==> src/rtl/hilo_control_unit_pkg.sv <==
// Shared decode constants for the MIPS Decode stage: opcode/funct/REGIMM codes, branch-variant
// and ALU-op encodings, multiply/divide operation codes, sequencer states, the Execute control
// bundle type and the opcode/ALU-control decoder functions.
package hilo_control_unit_pkg;

  // Opcodes, instruction[31:26]
  localparam logic [5:0] OP_SPECIAL = 6'h00;
  localparam logic [5:0] OP_REGIMM  = 6'h01;
  localparam logic [5:0] OP_J       = 6'h02;
  localparam logic [5:0] OP_JAL     = 6'h03;
  localparam logic [5:0] OP_BEQ     = 6'h04;
  localparam logic [5:0] OP_BNE     = 6'h05;
  localparam logic [5:0] OP_ADDIU   = 6'h09;
  localparam logic [5:0] OP_SLTI    = 6'h0a;
  localparam logic [5:0] OP_SLTIU   = 6'h0b;
  localparam logic [5:0] OP_ORI     = 6'h0d;
  localparam logic [5:0] OP_LUI     = 6'h0f;
  localparam logic [5:0] OP_LB      = 6'h20;
  localparam logic [5:0] OP_LW      = 6'h23;
  localparam logic [5:0] OP_SB      = 6'h28;
  localparam logic [5:0] OP_SW      = 6'h2b;

  // SPECIAL funct codes, instruction[5:0]
  localparam logic [5:0] F_SLL     = 6'h00;
  localparam logic [5:0] F_SRL     = 6'h02;
  localparam logic [5:0] F_SRA     = 6'h03;
  localparam logic [5:0] F_SLLV    = 6'h04;
  localparam logic [5:0] F_SRLV    = 6'h06;
  localparam logic [5:0] F_SRAV    = 6'h07;
  localparam logic [5:0] F_JR      = 6'h08;
  localparam logic [5:0] F_SYSCALL = 6'h0c;
  localparam logic [5:0] F_MFHI    = 6'h10;
  localparam logic [5:0] F_MFLO    = 6'h12;
  localparam logic [5:0] F_MULT    = 6'h18;
  localparam logic [5:0] F_MULTU   = 6'h19;
  localparam logic [5:0] F_DIV     = 6'h1a;
  localparam logic [5:0] F_DIVU    = 6'h1b;
  localparam logic [5:0] F_ADD     = 6'h20;
  localparam logic [5:0] F_ADDU    = 6'h21;
  localparam logic [5:0] F_SUB     = 6'h22;
  localparam logic [5:0] F_SUBU    = 6'h23;
  localparam logic [5:0] F_AND     = 6'h24;
  localparam logic [5:0] F_OR      = 6'h25;
  localparam logic [5:0] F_XOR     = 6'h26;
  localparam logic [5:0] F_NOR     = 6'h27;
  localparam logic [5:0] F_SLT     = 6'h2a;
  localparam logic [5:0] F_SLTU    = 6'h2b;

  // REGIMM sub-opcodes in the rt field
  localparam logic [4:0] RT_BLTZ = 5'd0;

  // Branch variants resolved in Decode
  localparam logic [2:0] BV_NONE      = 3'd0;
  localparam logic [2:0] BV_BEQ       = 3'd1;
  localparam logic [2:0] BV_BNE       = 3'd2;
  localparam logic [2:0] BV_BLTZ      = 3'd3;
  localparam logic [2:0] BV_JUMP      = 3'd4;
  localparam logic [2:0] BV_JUMP_LINK = 3'd5;
  localparam logic [2:0] BV_JUMP_REG  = 3'd6;

  // ALU operations
  localparam logic [3:0] ALU_ADD  = 4'd0;
  localparam logic [3:0] ALU_SUB  = 4'd1;
  localparam logic [3:0] ALU_AND  = 4'd2;
  localparam logic [3:0] ALU_OR   = 4'd3;
  localparam logic [3:0] ALU_XOR  = 4'd4;
  localparam logic [3:0] ALU_NOR  = 4'd5;
  localparam logic [3:0] ALU_SLT  = 4'd6;
  localparam logic [3:0] ALU_SLTU = 4'd7;
  localparam logic [3:0] ALU_SLL  = 4'd8;
  localparam logic [3:0] ALU_SRL  = 4'd9;
  localparam logic [3:0] ALU_SRA  = 4'd10;

  // Multiply/divide operation codes sent with muldiv_start_e
  localparam logic [1:0] MULTDIV_MULT  = 2'd0;
  localparam logic [1:0] MULTDIV_MULTU = 2'd1;
  localparam logic [1:0] MULTDIV_DIV   = 2'd2;
  localparam logic [1:0] MULTDIV_DIVU  = 2'd3;

  typedef enum logic {
    HiloIdle = 1'b0,
    HiloBusy = 1'b1
  } hilo_state_e;

  // Control bundle registered into Execute; all-zero is a bubble
  typedef struct packed {
    logic       reg_write;
    logic       mem_to_reg;
    logic       mem_write;
    logic       alu_src;
    logic       reg_dest;
    logic       syscall;
    logic       is_mf_hi;
    logic       is_mf_lo;
    logic       is_byte;
    logic [3:0] alu_op;
    logic [4:0] shamt;
    logic [1:0] muldiv_op;
    logic       muldiv_start;
  } ctrl_t;

  // Opcodes that carry a 16-bit immediate operand into the ALU
  function automatic logic is_imm_type(input logic [5:0] opcode);
    return opcode inside {OP_ADDIU, OP_SLTI, OP_SLTIU, OP_ORI, OP_LUI,
                          OP_LB, OP_LW, OP_SB, OP_SW};
  endfunction

  function automatic logic [3:0] alu_op_decode(input logic [5:0] opcode,
                                               input logic [5:0] funct);
    logic [3:0] op;
    op = ALU_ADD;
    if (opcode == OP_SPECIAL) begin
      case (funct)
        F_SUB, F_SUBU:  op = ALU_SUB;
        F_AND:          op = ALU_AND;
        F_OR:           op = ALU_OR;
        F_XOR:          op = ALU_XOR;
        F_NOR:          op = ALU_NOR;
        F_SLT:          op = ALU_SLT;
        F_SLTU:         op = ALU_SLTU;
        F_SLL, F_SLLV:  op = ALU_SLL;
        F_SRL, F_SRLV:  op = ALU_SRL;
        F_SRA, F_SRAV:  op = ALU_SRA;
        default:        op = ALU_ADD;
      endcase
    end else begin
      case (opcode)
        OP_SLTI:        op = ALU_SLT;
        OP_SLTIU:       op = ALU_SLTU;
        OP_ORI:         op = ALU_OR;
        OP_LUI:         op = ALU_SLL;  // immediate shifted left by 16
        OP_BEQ, OP_BNE: op = ALU_SUB;
        default:        op = ALU_ADD;
      endcase
    end
    return op;
  endfunction

endpackage

==> src/rtl/hilo_sequencer.sv <==
// HI/LO sequencer: tracks one in-flight multiply or divide, raises the Decode stall for any
// HI/LO consumer or producer while busy, and pulses done in the cycle HI/LO is written.
// Ports: clk_i, rst_ni (synchronous, active low), valid_i/muldiv_i/mf_i/flush_i/is_div_i from
// Decode; busy_o, done_o, stall_o, issue_o.
module hilo_sequencer
  import hilo_control_unit_pkg::*;
#(
  parameter int unsigned MULT_LATENCY = 4,
  parameter int unsigned DIV_LATENCY  = 32,
  parameter int unsigned CNT_W        = 6
) (
  input  logic clk_i,
  input  logic rst_ni,
  input  logic valid_i,
  input  logic muldiv_i,
  input  logic mf_i,
  input  logic flush_i,
  input  logic is_div_i,
  output logic busy_o,
  output logic done_o,
  output logic stall_o,
  output logic issue_o
);

  localparam logic [CNT_W-1:0] MultLoad = CNT_W'(MULT_LATENCY - 1);
  localparam logic [CNT_W-1:0] DivLoad  = CNT_W'(DIV_LATENCY - 1);

  hilo_state_e      state_q;
  logic [CNT_W-1:0] cnt_q;

  assign busy_o  = (state_q == HiloBusy);
  assign done_o  = busy_o && (cnt_q == '0);
  // Busy covers the done cycle, so nothing can issue while HI/LO is being written.
  assign stall_o = valid_i & busy_o & (muldiv_i | mf_i);
  assign issue_o = valid_i & muldiv_i & ~stall_o & ~flush_i;

  always_ff @(posedge clk_i) begin
    if (!rst_ni) begin
      state_q <= HiloIdle;
      cnt_q   <= '0;
    end else begin
      case (state_q)
        HiloIdle: begin
          if (issue_o) begin
            state_q <= HiloBusy;
            cnt_q   <= is_div_i ? DivLoad : MultLoad;
          end
        end
        HiloBusy: begin
          if (cnt_q == '0) begin
            state_q <= HiloIdle;
          end else begin
            cnt_q <= cnt_q - 1'b1;
          end
        end
        default: begin
          state_q <= HiloIdle;
          cnt_q   <= '0;
        end
      endcase
    end
  end

endmodule

==> src/rtl/hilo_control_unit.sv <==
// Decode-stage control unit: full opcode/funct decode, combinational branch class and
// immediate-extension select, Execute control register, and HI/LO hazard stall via the
// sequencer.
// Ports: clk, reset_n (synchronous, active low); Decode inputs opcode/funct/instr_shamt/
// reg_rt_id/valid_d, flush_e from the hazard unit; Decode outputs branch_variant_d,
// imm_is_unsigned_d, hilo_stall_d; registered *_e control bits; hilo_busy, hilo_done.
module hilo_control_unit
  import hilo_control_unit_pkg::*;
#(
  parameter int unsigned MULT_LATENCY = 4,
  parameter int unsigned DIV_LATENCY  = 32,
  parameter int unsigned CNT_W        = 6
) (
  input  logic       clk,
  input  logic       reset_n,
  input  logic [5:0] opcode,
  input  logic [5:0] funct,
  input  logic [4:0] instr_shamt,
  input  logic [4:0] reg_rt_id,
  input  logic       valid_d,
  input  logic       flush_e,
  output logic [2:0] branch_variant_d,
  output logic       imm_is_unsigned_d,
  output logic       hilo_stall_d,
  output logic       reg_write_e,
  output logic       mem_to_reg_e,
  output logic       mem_write_e,
  output logic       alu_src_e,
  output logic       reg_dest_e,
  output logic       syscall_e,
  output logic       is_mf_hi_e,
  output logic       is_mf_lo_e,
  output logic       is_byte_e,
  output logic [3:0] alu_op_e,
  output logic [4:0] shamt_e,
  output logic [1:0] muldiv_op_e,
  output logic       muldiv_start_e,
  output logic       hilo_busy,
  output logic       hilo_done
);

  logic       is_special;
  logic       muldiv_d;
  logic       mf_d;
  logic       issue;
  logic [2:0] bv_raw;
  ctrl_t      ctrl_d;
  ctrl_t      ctrl_q;

  assign is_special = (opcode == OP_SPECIAL);
  assign muldiv_d   = is_special && (funct inside {F_MULT, F_MULTU, F_DIV, F_DIVU});
  assign mf_d       = is_special && (funct inside {F_MFHI, F_MFLO});

  assign imm_is_unsigned_d = (opcode == OP_ORI) || (opcode == OP_SLTIU);

  hilo_sequencer #(
    .MULT_LATENCY (MULT_LATENCY),
    .DIV_LATENCY  (DIV_LATENCY),
    .CNT_W        (CNT_W)
  ) u_hilo_sequencer (
    .clk_i    (clk),
    .rst_ni   (reset_n),
    .valid_i  (valid_d),
    .muldiv_i (muldiv_d),
    .mf_i     (mf_d),
    .flush_i  (flush_e),
    .is_div_i (funct[1]),  // DIV/DIVU are the only muldiv functs with bit 1 set
    .busy_o   (hilo_busy),
    .done_o   (hilo_done),
    .stall_o  (hilo_stall_d),
    .issue_o  (issue)
  );

  always_comb begin
    bv_raw = BV_NONE;
    case (opcode)
      OP_REGIMM:  if (reg_rt_id == RT_BLTZ) bv_raw = BV_BLTZ;
      OP_J:       bv_raw = BV_JUMP;
      OP_JAL:     bv_raw = BV_JUMP_LINK;
      OP_BEQ:     bv_raw = BV_BEQ;
      OP_BNE:     bv_raw = BV_BNE;
      OP_SPECIAL: if (funct == F_JR) bv_raw = BV_JUMP_REG;
      default:    bv_raw = BV_NONE;
    endcase
  end

  // A stalled or empty Decode slot must not redirect Fetch.
  assign branch_variant_d = (valid_d && !hilo_stall_d) ? bv_raw : BV_NONE;

  always_comb begin
    ctrl_d = '0;
    if (is_special) begin
      ctrl_d.reg_write = !(funct inside {F_JR, F_SYSCALL, F_MULT, F_MULTU, F_DIV, F_DIVU});
    end else begin
      ctrl_d.reg_write = opcode inside {OP_ADDIU, OP_ORI, OP_SLTI, OP_SLTIU, OP_LUI,
                                        OP_LW, OP_LB};
    end
    ctrl_d.mem_to_reg   = (opcode == OP_LW) || (opcode == OP_LB);
    ctrl_d.mem_write    = (opcode == OP_SW) || (opcode == OP_SB);
    ctrl_d.is_byte      = (opcode == OP_LB) || (opcode == OP_SB);
    ctrl_d.alu_src      = is_imm_type(opcode) || (is_special && (funct inside {F_SLL, F_SRA}));
    ctrl_d.reg_dest     = is_special;
    ctrl_d.syscall      = is_special && (funct == F_SYSCALL);
    ctrl_d.is_mf_hi     = is_special && (funct == F_MFHI);
    ctrl_d.is_mf_lo     = is_special && (funct == F_MFLO);
    ctrl_d.alu_op       = alu_op_decode(opcode, funct);
    ctrl_d.shamt        = (opcode == OP_LUI) ? 5'd16 : instr_shamt;
    ctrl_d.muldiv_op    = muldiv_d ? funct[1:0] : MULTDIV_MULT;  // funct[1:0] = MULTDIV_* code
    ctrl_d.muldiv_start = issue;
  end

  always_ff @(posedge clk) begin
    if (!reset_n) begin
      ctrl_q <= '0;
    end else if (flush_e || hilo_stall_d || !valid_d) begin
      ctrl_q <= '0;
    end else begin
      ctrl_q <= ctrl_d;
    end
  end

  assign reg_write_e    = ctrl_q.reg_write;
  assign mem_to_reg_e   = ctrl_q.mem_to_reg;
  assign mem_write_e    = ctrl_q.mem_write;
  assign alu_src_e      = ctrl_q.alu_src;
  assign reg_dest_e     = ctrl_q.reg_dest;
  assign syscall_e      = ctrl_q.syscall;
  assign is_mf_hi_e     = ctrl_q.is_mf_hi;
  assign is_mf_lo_e     = ctrl_q.is_mf_lo;
  assign is_byte_e      = ctrl_q.is_byte;
  assign alu_op_e       = ctrl_q.alu_op;
  assign shamt_e        = ctrl_q.shamt;
  assign muldiv_op_e    = ctrl_q.muldiv_op;
  assign muldiv_start_e = ctrl_q.muldiv_start;

endmodule

==> config.mk <==
export PLATFORM = sky130hd
export DESIGN_NAME = hilo_control_unit
export DESIGN_NICKNAME = d
export VERILOG_FILES = /design/src/rtl/hilo_control_unit_pkg.sv /design/src/rtl/hilo_sequencer.sv /design/src/rtl/hilo_control_unit.sv
export SDC_FILE = /design/constraint.sdc
export NUM_CORES = 1
export LEC_CHECK = 0
export CORE_MARGIN = 5
export CORE_UTILIZATION = 48
export CTS_CLUSTER_DIAMETER = 50
export DETAILED_ROUTE_END_ITERATION = 7
export PLACE_DENSITY = 0.85
export SYNTH_ARGS = -nofsm -noshare
export SYNTH_HDL_FRONTEND = slang
export SYNTH_HIERARCHICAL = 1
export SYNTH_SLANG_ARGS = --single-unit
==> constraint.sdc <==
create_clock -name clk -period 3.5 [get_ports clk]
set_clock_uncertainty 0.2 [all_clocks]
set_input_delay 0.525 -clock clk [delete_from_list [all_inputs] [get_ports clk]]
set_output_delay 0.525 -clock clk [all_outputs]
set_load 0.1 [all_outputs]
## After elaboration in Yosys (flattened, before gate mapping)

Memories as Yosys holds them, arrays and structs flattened.
Index checks and enable logic that the tools add are counted.

| operators by class | value |
|---|---|
| multiply operators | 0 |
| muxes and demuxes | 15 |
| reductions and logical operators | 33 |
| bitwise operators | 11 |
| shift operators | 0 |
| div/mod/pow operators | 0 |
| add/subtract/negate cells | 1 |
| equality and inequality tests | 25 |
| order comparisons | 0 |

Operators by type and width:

| cell | count |
|---|---|
| 6-bit by 4-bit == test with 1-bit output, second input constant | 7 |
| 6-bit by 5-bit == test with 1-bit output, second input constant | 6 |
| 6-bit == test, second input constant | 4 |
| 4-bit case mux with 5 select lines | 1 |
| 6-bit by 2-bit == test with 1-bit output, second input constant | 3 |
| 6-bit zero test | 3 |
| 3-bit case mux with 6 select lines | 1 |
| 6-bit by 3-bit == test with 1-bit output, second input constant | 2 |
| 6-bit two-way mux | 2 |
| 6-bit case mux with 2 select lines | 1 |
| 5-bit two-way mux | 2 |
| 9-bit nonzero test | 1 |
| 1-bit logical AND | 8 |
| 1-bit logical OR | 7 |
| 7-bit nonzero test | 1 |
| 6-bit by 1-bit == test with 1-bit output, second input constant | 1 |
| 3-bit two-way mux | 2 |
| 6-bit nonzero test | 1 |
| 3-bit OR reduction | 2 |
| 6-bit by 1-bit subtractor with 6-bit output, second input constant | 1 |
| 1-bit bitwise AND | 5 |
| 5-bit zero test | 1 |
| 1-bit inverter | 5 |
| 4-bit two-way mux | 1 |
| other kinds (10) | 17 |

| word-level totals | value |
|---|---|
| bits in latches | 0 |
| input port bits | 26 |
| output and inout port bits | 28 |
| memory bits (read-only) | 256 |
| flip-flop bits (word level) | 28 |
| memories | 1 |
| memory bits (writable) | 0 |
| logic and storage cells | 102 |

Memories:

| name | depth | width | read ports | clocked after memory_dff | write ports | line | source |
|---|---|---|---|---|---|---|---|
| (no name shown) | 64 | 4 | 1 | 0 | 0 | hilo_control_unit_pkg.sv:113 | `case (funct)` |

## Longest topological paths before layout

Gate-level depths: netlist (run 1).

| logic depth | value |
|---|---|
| depth in word-level cells | 10 |
| mapped depth | 11 |
| depth with buffers taken out | 9 |

## Cells and area by module

The synthesis (run 1) kept the hierarchy.

By module, submodules not included:

| module | instances | area an instance (um2) | cells each |
|---|---|---|---|
| hilo_control_unit | 1 | 1081.0 | 128 |
| hilo_sequencer | 1 | 431.7 | 48 |

## Worst setup path after synthesis (run 1)

OpenSTA, ideal clock, no wires.

| path | value |
|---|---|
| path type | input -> output |
| start | input port funct[2] |
| end | output port branch_variant_d[2] |
| path buffers | 1 |
| arrival time | 3.849 ns |
| path slack | -1.074 ns |
| cell stages on the path | 6 |
| path through | clkbuf_1 > nor4bb_1 > and3_1 > o211a_1 > or4b_1 > a21oi_1 |

| on the way | value |
|---|---|
| cells in the longest elaborated chain, start to end | 8 |
| elaborated cells on any way between the ends | 18 |

RTL lines:

| item | line | source |
|---|---|---|
| start, declared | hilo_control_unit.sv:17 | `input logic [5:0] funct,` |
| 6-bit by 5-bit == test with 1-bit output | hilo_control_unit.sv:51 | `assign muldiv_d = is_special && (funct inside {F_MULT, F_MULTU, F_DIV, F_DIVU});` |
| 4-bit nonzero test (*) | hilo_control_unit.sv:51 |  |
| 1-bit logical AND (*) | hilo_control_unit.sv:51 |  |
| named net muldiv_d | hilo_control_unit.sv:43 | `logic muldiv_d;` |
| 1-bit OR (*) | hilo_sequencer.sv:34 | `assign stall_o = valid_i & busy_o & (muldiv_i \| mf_i);` |
| 1-bit bitwise AND (*) | hilo_sequencer.sv:34 |  |
| named net hilo_stall_d | hilo_control_unit.sv:24 | `output logic hilo_stall_d,` |
| 1-bit zero test (*) | hilo_control_unit.sv:88 | `assign branch_variant_d = (valid_d && !hilo_stall_d) ? bv_raw : BV_NONE;` |
| 1-bit logical AND (*) | hilo_control_unit.sv:88 |  |
| 3-bit two-way mux (*) | hilo_control_unit.sv:88 |  |
| end, declared | hilo_control_unit.sv:22 | `output logic [2:0] branch_variant_d,` |

The timed path passes the listed nets; every way through them passes the cells marked *.

## Worst setup path after layout (run 1)

| path | value |
|---|---|
| start | input port funct[5] |
| end | output port branch_variant_d[1] |

| on the way | value |
|---|---|
| cells in the longest elaborated chain, start to end | 8 |
| elaborated cells on any way between the ends | 18 |

RTL lines:

| item | line | source |
|---|---|---|
| 6-bit by 5-bit == test with 1-bit output | hilo_control_unit.sv:52 | `assign mf_d = is_special && (funct inside {F_MFHI, F_MFLO});` |
| 2-bit nonzero test (*) | hilo_control_unit.sv:52 |  |
| 1-bit logical AND (*) | hilo_control_unit.sv:52 |  |
| named net mf_d | hilo_control_unit.sv:44 | `logic mf_d;` |
| 1-bit OR (*) | hilo_sequencer.sv:34 |  |
| 1-bit bitwise AND (*) | hilo_sequencer.sv:34 |  |
| 1-bit zero test (*) | hilo_control_unit.sv:88 |  |
| 1-bit logical AND (*) | hilo_control_unit.sv:88 |  |
| 3-bit two-way mux (*) | hilo_control_unit.sv:88 |  |

Marked as above.

==> flow_summary.yaml, run 1 <==
critical_path:
  critical_path.max_stage_delay_ps: 600
  required_ps: 2770
  critical_path.top_delay_family: "simple AND/OR/NAND/NOR gates"
  worst-r2r-setup-slack_ps: 1420
  critPathKind: "input port to output pin"
  r2r_end: "alu_src_e"
  crit_arrival_ps: 2700
  r2r-start: "u_hilo_sequencer/busy_o"
  critical_path.cell_chain: "clkdlybuf4s50_1, nor3_1, nand3b_1, nor2_1, o211a_4, or4b_4, a221oi_4, buf_12"
  crit_start_category: "input port"
  critical_path_launch_point: "funct[5]"
  critical_path.n_buffers_inverters: 2
  crit_slowest_cell: "or4b_4"
  cp-end-kind: "output pin"
  cp_max_fo: 3
  worst-r2r-cell-count: 5
pwr:
  power_density_nw_per_um2: 283
  max-vdd-ir-drop_mv: 0.154
  total_power_w: 0.000658
  leakage_power_nw: 0.895
synthesis:
  postSynthRegisterBits: 28
  ys_dominant_reg_cell: "dfxtp_1"
  cell_with_the_most_instances_after_synthesis: "dfxtp_1"
  post-synth-top-area-fraction_pct: 37.1
  synth_top_cells_by_count: "28 x dfxtp_1, 19 x nor2_1, 13 x nand2_1, 9 x a21oi_1, 7 x inv_1"
  synthesis.area_sq_um: 1510
  async_flop_share_pct: 0
  synth-edff-count: 0
  synth.area.top_cells: "dfxtp_1 37%, nor2_1 4.7%, nand2_1 3.2%, a21oi_1 3.0%, and2_1 2.5%"
  synth_cell_type_count: 60
  synth-adder-area-share_pct: 1.65
  postSynthAreaPerCell_sq_um: 8.59
  synth_top_family_by_area: "simple AND/OR/NAND/NOR gates"
  basic_gate_share_of_the_synthesized_area_counting_and_or_nand_and_nor_cells_pct: 34.7
  top_cell_type_by_total_area_after_synthesis: "dfxtp_1"
  ys_warn_count: 6
  synth.net_count: 204
  synth-compound-area-share_pct: 18.3
  synth_seq_area_share_pct: 37.1
  synthMuxAreaShare_pct: 0
  synth_xor_xnor_area_share_pct: 1.74
  netlist_instances: 176
timing:
  post-route-worst-setup-slack_ps: 70.8
  finalCritPeriodShare_pct: 98.0
  report.final.slew_viol_count: 0
  worst_slew_pin_slew_ps: 1000
  unrepaired_setup_endpoints_after_global_routing: "no"
  finalSetupViolCount: 0
  timing_hold_violations_final: 0
  fmax_ghz: 0.292
  max-slew-margin-rel_pct: 32.9
  period_minus_slack_ps: 3430
cts:
  clock_tree_buffer_depth: 2
  htreeDepth: 1
  cts_root_buf: "clkbuf_4"
  worst_setup_hold_path_clk_slew_ps: 140
  numCtsBuffers: 3
  clock_sinks: 28
  hold_buffers: 0
  insertion_delay_ps: 310
  tritoncts: "done"
final_layout:
  post_route_cells_drive_above_1_share_pct: 19.8
  area_growth_syn_to_layout_pct: 53.4
  multi_input_comb_area_sq_um: 921
  sequential_cell_area_sq_um: 561
  fillers: 219
  num-nets-final: 266
  num_antenna_cells: 0
global_route:
  first_pass_grt_wire_length_mm: 6.88
  grt_start_max_net_pins: 17
  grt-ovfl-total: 0
  gr-usage-all-layers_pct: 20.0
  grt_antenna_before_repair: 0
  via_count_of_the_first_global_routing_pass: 1517
floorplan:
  core_region_area_sq_um: 3030
  floorplan.die_area_sq_um: 4370
  placement_rows: 20
  die_x_um: 66.1
  floorplan.initialDensity_pct: 50.0
  pin_count: 54
  die-height_um: 66.1
placed_design:
  dpl.hpwl_mm: 3.30
  place.gp.congestion: 0.946
  place.port_buffers: 53
  dp_worst_slack_ps: 58.7
drt:
  route.vias.total: 1564
  final_antenna_net_count: 0
  drc: 0
  drt_first_iter_violations: 69
  wl_per_cell_um: 15.0
  drt_pre_antenna_iters: 4
  routed_wirelength_mm: 4.22
  vias_per_cell: 5.57
job:
  drv.max_cap_violation_count: 0
hold_path:
  worst_hold_path.endpoint: "u_hilo_sequencer/cnt_q[3]"
  hold_path.class: "register to register"
  min_delay_path_depth: 2
  min_from: "u_hilo_sequencer/cnt_q[3]"
status:
  outcome: "complete, no violations"
report_power, final:
group | internal (W) | switching (W)
Clock | 0.000116 | 0.0000934
Sequential | 0.000321 | 0.000000631
Combinational | 0.0000569 | 0.0000697
worst max path at each step:
stage / endpoint / depth (start not counted)
2_1_floorplan: branch_variant_d[1] / 6
3_3_place_gp: branch_variant_d[1] / 8
3_5_place_dp: branch_variant_d[1] / 7
4_1_cts: branch_variant_d[1] / 7
5_1_grt: branch_variant_d[1] / 8
6_report: branch_variant_d[1] / 8
cell families after synthesis:
kind of cell,count (synthesis)
xor+xnor,3
compound gates,36
buf+inv,20
simple gates,87
fa+ha+maj,2
flops,28
worst register-to-register path, delay by kind of cell, from the launching register on:
family	cells	cell delay (ps)
AO/OA/AOI/OAI	2	350
flip-flops	1	470
AND/OR/NAND/NOR	3	1010
metrics by stage:
stage	utilization, %	TNS (ps)	hold WS [ps]	instance area, sq um	std cells
floorplan	-	-18.1	272	1590	176
global placement	74.8	0	277	2260	277
detailed placement	74.8	0	300	2260	277
CTS	76.5	0	315	2320	281
global route	76.7	0	343	2320	281
finish	76.7	0	326	2320	281
placed cells by master (no fill, tap or decap), drive strengths merged, types with 3 or more instances in the layout:
cell            n
clkbuf          3
clkdlybuf4s50  44
a21oi           9
and3            4
nor4            4
nand3           4
a31oi           3
and2            7
inv             7
nor2           19
dfxtp          28
nand2          14
nor3            6
nand2b          5
o21ai           5
nor4bb          3
nor2b           3
buf            23
layer usage:
| metal | wire [um] | global-route usage [%] | vias up |
|---|---|---|---|
| li1 | - | - | 752 |
| met5 | 0 | 0 | - |
| met4 | 81 | 6.60 | 0 |
| met3 | 329 | 2.55 | 8 |
| met2 | 2040 | 33.6 | 82 |
| met1 | 1770 | 26.2 | 722 |
repair_timing:
| item | 4_1_cts | 5_1_grt |
|---|---|---|
| setup buffers | 0 | 0 |
| resized for setup | 0 | 2 |
| setup endpoints to repair | 0 | 1 |
state kept, by name, indices dropped and copies added (netlist names):
signal and flops:
alu_op_e 4, alu_src_e 1, is_byte_e 1, is_mf_hi_e 1, is_mf_lo_e 1, mem_to_reg_e 1
mem_write_e 1, muldiv_op_e 2, muldiv_start_e 1, reg_dest_e 1, reg_write_e 1, shamt_e 5
syscall_e 1, u_hilo_sequencer/busy_o 1, u_hilo_sequencer/cnt_q 6
cell type report:
| class | count | area share (%) |
|---|---|---|
| clock inverter | 1 | 1.29 |
| multi-input combinational | 128 | 39.7 |
| timing repair buffer | 69 | 30.2 |
| sequential | 28 | 24.2 |
| tap | 44 | 2.37 |
| inverter | 8 | 1.35 |
| clock buffer | 3 | 0.970 |
(Power assumes the default switching activity.)
==> run 2: changes to the inputs <==
Settings changed: CORE_UTILIZATION 48 to 47, PLACE_DENSITY 0.85 to 0.84, SYNTH_HIERARCHICAL 1 to unset.
==> run 2 against run 1 <==
  * Area after synthesis down 1.7%
  * Cell area down 6.4%
  * Power down 11%
==> flow_summary.yaml, run 2 <==
cts:
  cts_resized: 0
  hold_buffers: 0
  clock_sinks: 28
  post_cts.repair.setup_buffers: 0
  htreeDepth: 1
  insertion_delay_ps: 310
  numCtsBuffers: 3
  worst_setup_hold_path_clk_slew_ps: 140
  tritoncts: "done"
  cts_root_buf: "clkbuf_4"
  clock_tree_buffer_depth: 2
critical_path:
  required_ps: 2770
  worst-r2r-setup-slack_ps: 1420
  crit_start_category: "input port"
  critPathKind: "input port to output pin"
  cp-endpoint: "branch_variant_d[1]"
  r2r_end: "mem_to_reg_e"
  cp-end-kind: "output pin"
  r2r-start: "u_hilo_sequencer.busy_o"
  critical_path_launch_point: "opcode[3]"
  worst-r2r-cell-count: 5
  crit_arrival_ps: 2640
  cp_max_fo: 10
drt:
  drt_pre_antenna_iters: 4
  wl_per_cell_um: 14.8
  route.vias.total: 1492
  drt_first_iter_violations: 70
  vias_per_cell: 5.59
  drc: 0
  final_antenna_net_count: 0
  routed_wirelength_mm: 3.96
timing:
  fmax_ghz: 0.297
  finalCritPeriodShare_pct: 96.2
  period_minus_slack_ps: 3370
  finalSetupViolCount: 0
  worst_slew_pin_slew_ps: 986
  totalNegativeSetupSlack_ps: 0
  timing_hold_violations_final: 0
  unrepaired_setup_endpoints_after_global_routing: "no"
  whs_ps: 345
  max-slew-margin-rel_pct: 34.1
  report.final.slew_viol_count: 0
global_route:
  first_pass_grt_wire_length_mm: 6.69
  grt_start_max_net_pins: 16
  via_count_of_the_first_global_routing_pass: 1489
  grt_antenna_before_repair: 0
  gr-usage-all-layers_pct: 19.4
  grt-ovfl-total: 0
synthesis:
  postSynthAreaPerCell_sq_um: 8.80
  ys_warn_count: 0
  synth_cell_type_count: 55
  netlist_instances: 169
  postSynthRegisterBits: 28
  synth_top_cells_by_count: "28 x dfxtp_1, 11 x nor2_1, 9 x nor3_1, 8 x inv_1, 8 x nand2_1"
  synthesis.area_sq_um: 1490
  synth.net_count: 196
  synth.area.top_cells: "dfxtp_1 38%, nor3_1 3.0%, nor2_1 2.8%, a21oi_1 2.4%, nand3_1 2.4%"
  post-synth-top-area-fraction_pct: 37.7
  ys_dominant_reg_cell: "dfxtp_1"
  async_flop_share_pct: 0
  synth-edff-count: 0
  cell_with_the_most_instances_after_synthesis: "dfxtp_1"
  top_cell_type_by_total_area_after_synthesis: "dfxtp_1"
  synth_seq_area_share_pct: 37.7
final_layout:
  top_register: "u_hilo_sequencer.cnt_q"
  area_growth_syn_to_layout_pct: 46.0
  num-nets-final: 251
  layout.cells.most_common: "clkdlybuf4s50_1"
  multi_input_comb_area_sq_um: 855
  layout.cell_area.non_filler_sq_um: 2170
  largest_reg_flops: 6
  post_route_cells_drive_above_1_share_pct: 14.8
  final_cells: 267
  sequential_cell_area_sq_um: 561
  num_antenna_cells: 0
  fillers: 252
  layout_common_cells: "46 x clkdlybuf4s50_1, 28 x dfxtp_1, 11 x nor2_1, 10 x buf_4"
placed_design:
  place.gp.congestion: 0.839
  place.port_buffers: 53
  place.detailed.instances: 263
  instance_area_at_placement_sq_um: 2140
  dpl.hpwl_mm: 3.15
floorplan:
  die_x_um: 66.3
  die-height_um: 66.3
  floorplan.die_area_sq_um: 4390
  pin_count: 54
  core_region_area_sq_um: 3050
  placement_rows: 20
  floorplan.initialDensity_pct: 48.7
status:
  outcome: "complete, no violations"
pwr:
  power_density_nw_per_um2: 270
  leakage_power_nw: 0.784
  max-vdd-ir-drop_mv: 0.125
hold_path:
  hold_path.class: "register to register"
job:
  drv.max_cap_violation_count: 0
## run 2: cell count changes after synthesis, moves of 4 or more
cell,before,now
nand2_1,13,8
a21o_1,0,4
nor3_1,5,9
nor2_1,19,11
## run 2: worst min path at each step
stage                     slack, ps                 startpoint                   endpoint  cells after the start
after detailed placement        320  u_hilo_sequencer.cnt_q[5]  u_hilo_sequencer.cnt_q[5]                      2
after global placement          300  u_hilo_sequencer.cnt_q[5]  u_hilo_sequencer.cnt_q[5]                      2
after CTS                       340  u_hilo_sequencer.cnt_q[5]  u_hilo_sequencer.cnt_q[5]                      2
final                           340  u_hilo_sequencer.cnt_q[5]  u_hilo_sequencer.cnt_q[5]                      2
after global routing            400  u_hilo_sequencer.cnt_q[5]  u_hilo_sequencer.cnt_q[5]                      2
after floorplan                 280  u_hilo_sequencer.cnt_q[5]  u_hilo_sequencer.cnt_q[5]                      2
## run 2: power by group
part / leakage, nW / switching [W] / internal [W]
logic: 0.537 / 0.0000639 / 0.0000510
clock network: 0.0210 / 0.0000864 / 0.0000636
registers: 0.226 / 0.000000518 / 0.000321
## run 2: cell families after synthesis
family          count (synthesis)  synth area share, %
xor+xnor                        3                 1.77
mux                             1                0.673
flops                          28                 37.7
compound gates                 37                 19.8
simple gates                   80                 33.0
fa+ha+maj                       1                0.841
buf+inv                        19                 6.22
## run 2: final cells by class
| class | count | share of cell area, % |
|---|---|---|
| Clock buffer | 4 | 1.67 |
| Timing Repair Buffer | 61 | 29.3 |
| Multi-Input combinational cell | 122 | 39.3 |
| Tap cell | 44 | 2.53 |
| Sequential cell | 28 | 25.8 |
| Inverter | 8 | 1.38 |
## run 2: per-stage QoR
step	setup slack, ps	power [W]	utilization (%)
after global placement	264	0.000439	70.0
final	134	0.000586	71.1
after global routing	45.6	0.000619	71.1
after CTS	171	0.000589	71.1
after detailed placement	190	0.000442	70.0
after floorplan	-198	0.000392	-
## run 2: critical path, stage by stage
cell and delay [ps]:
clkdlybuf4s50_1 550, or4_4 660, nor2_1 300, nand3b_1 160, a31oi_2 230, buf_12 210
## run 2: layer usage
layer	track usage, %	vias to the layer above	part of all wire, %
li1	-	732	-
met1	24.0	692	43
met2	32.7	58	49
met3	3.91	10	6.2
met4	7.87	0	2.0
met5	0	-	0
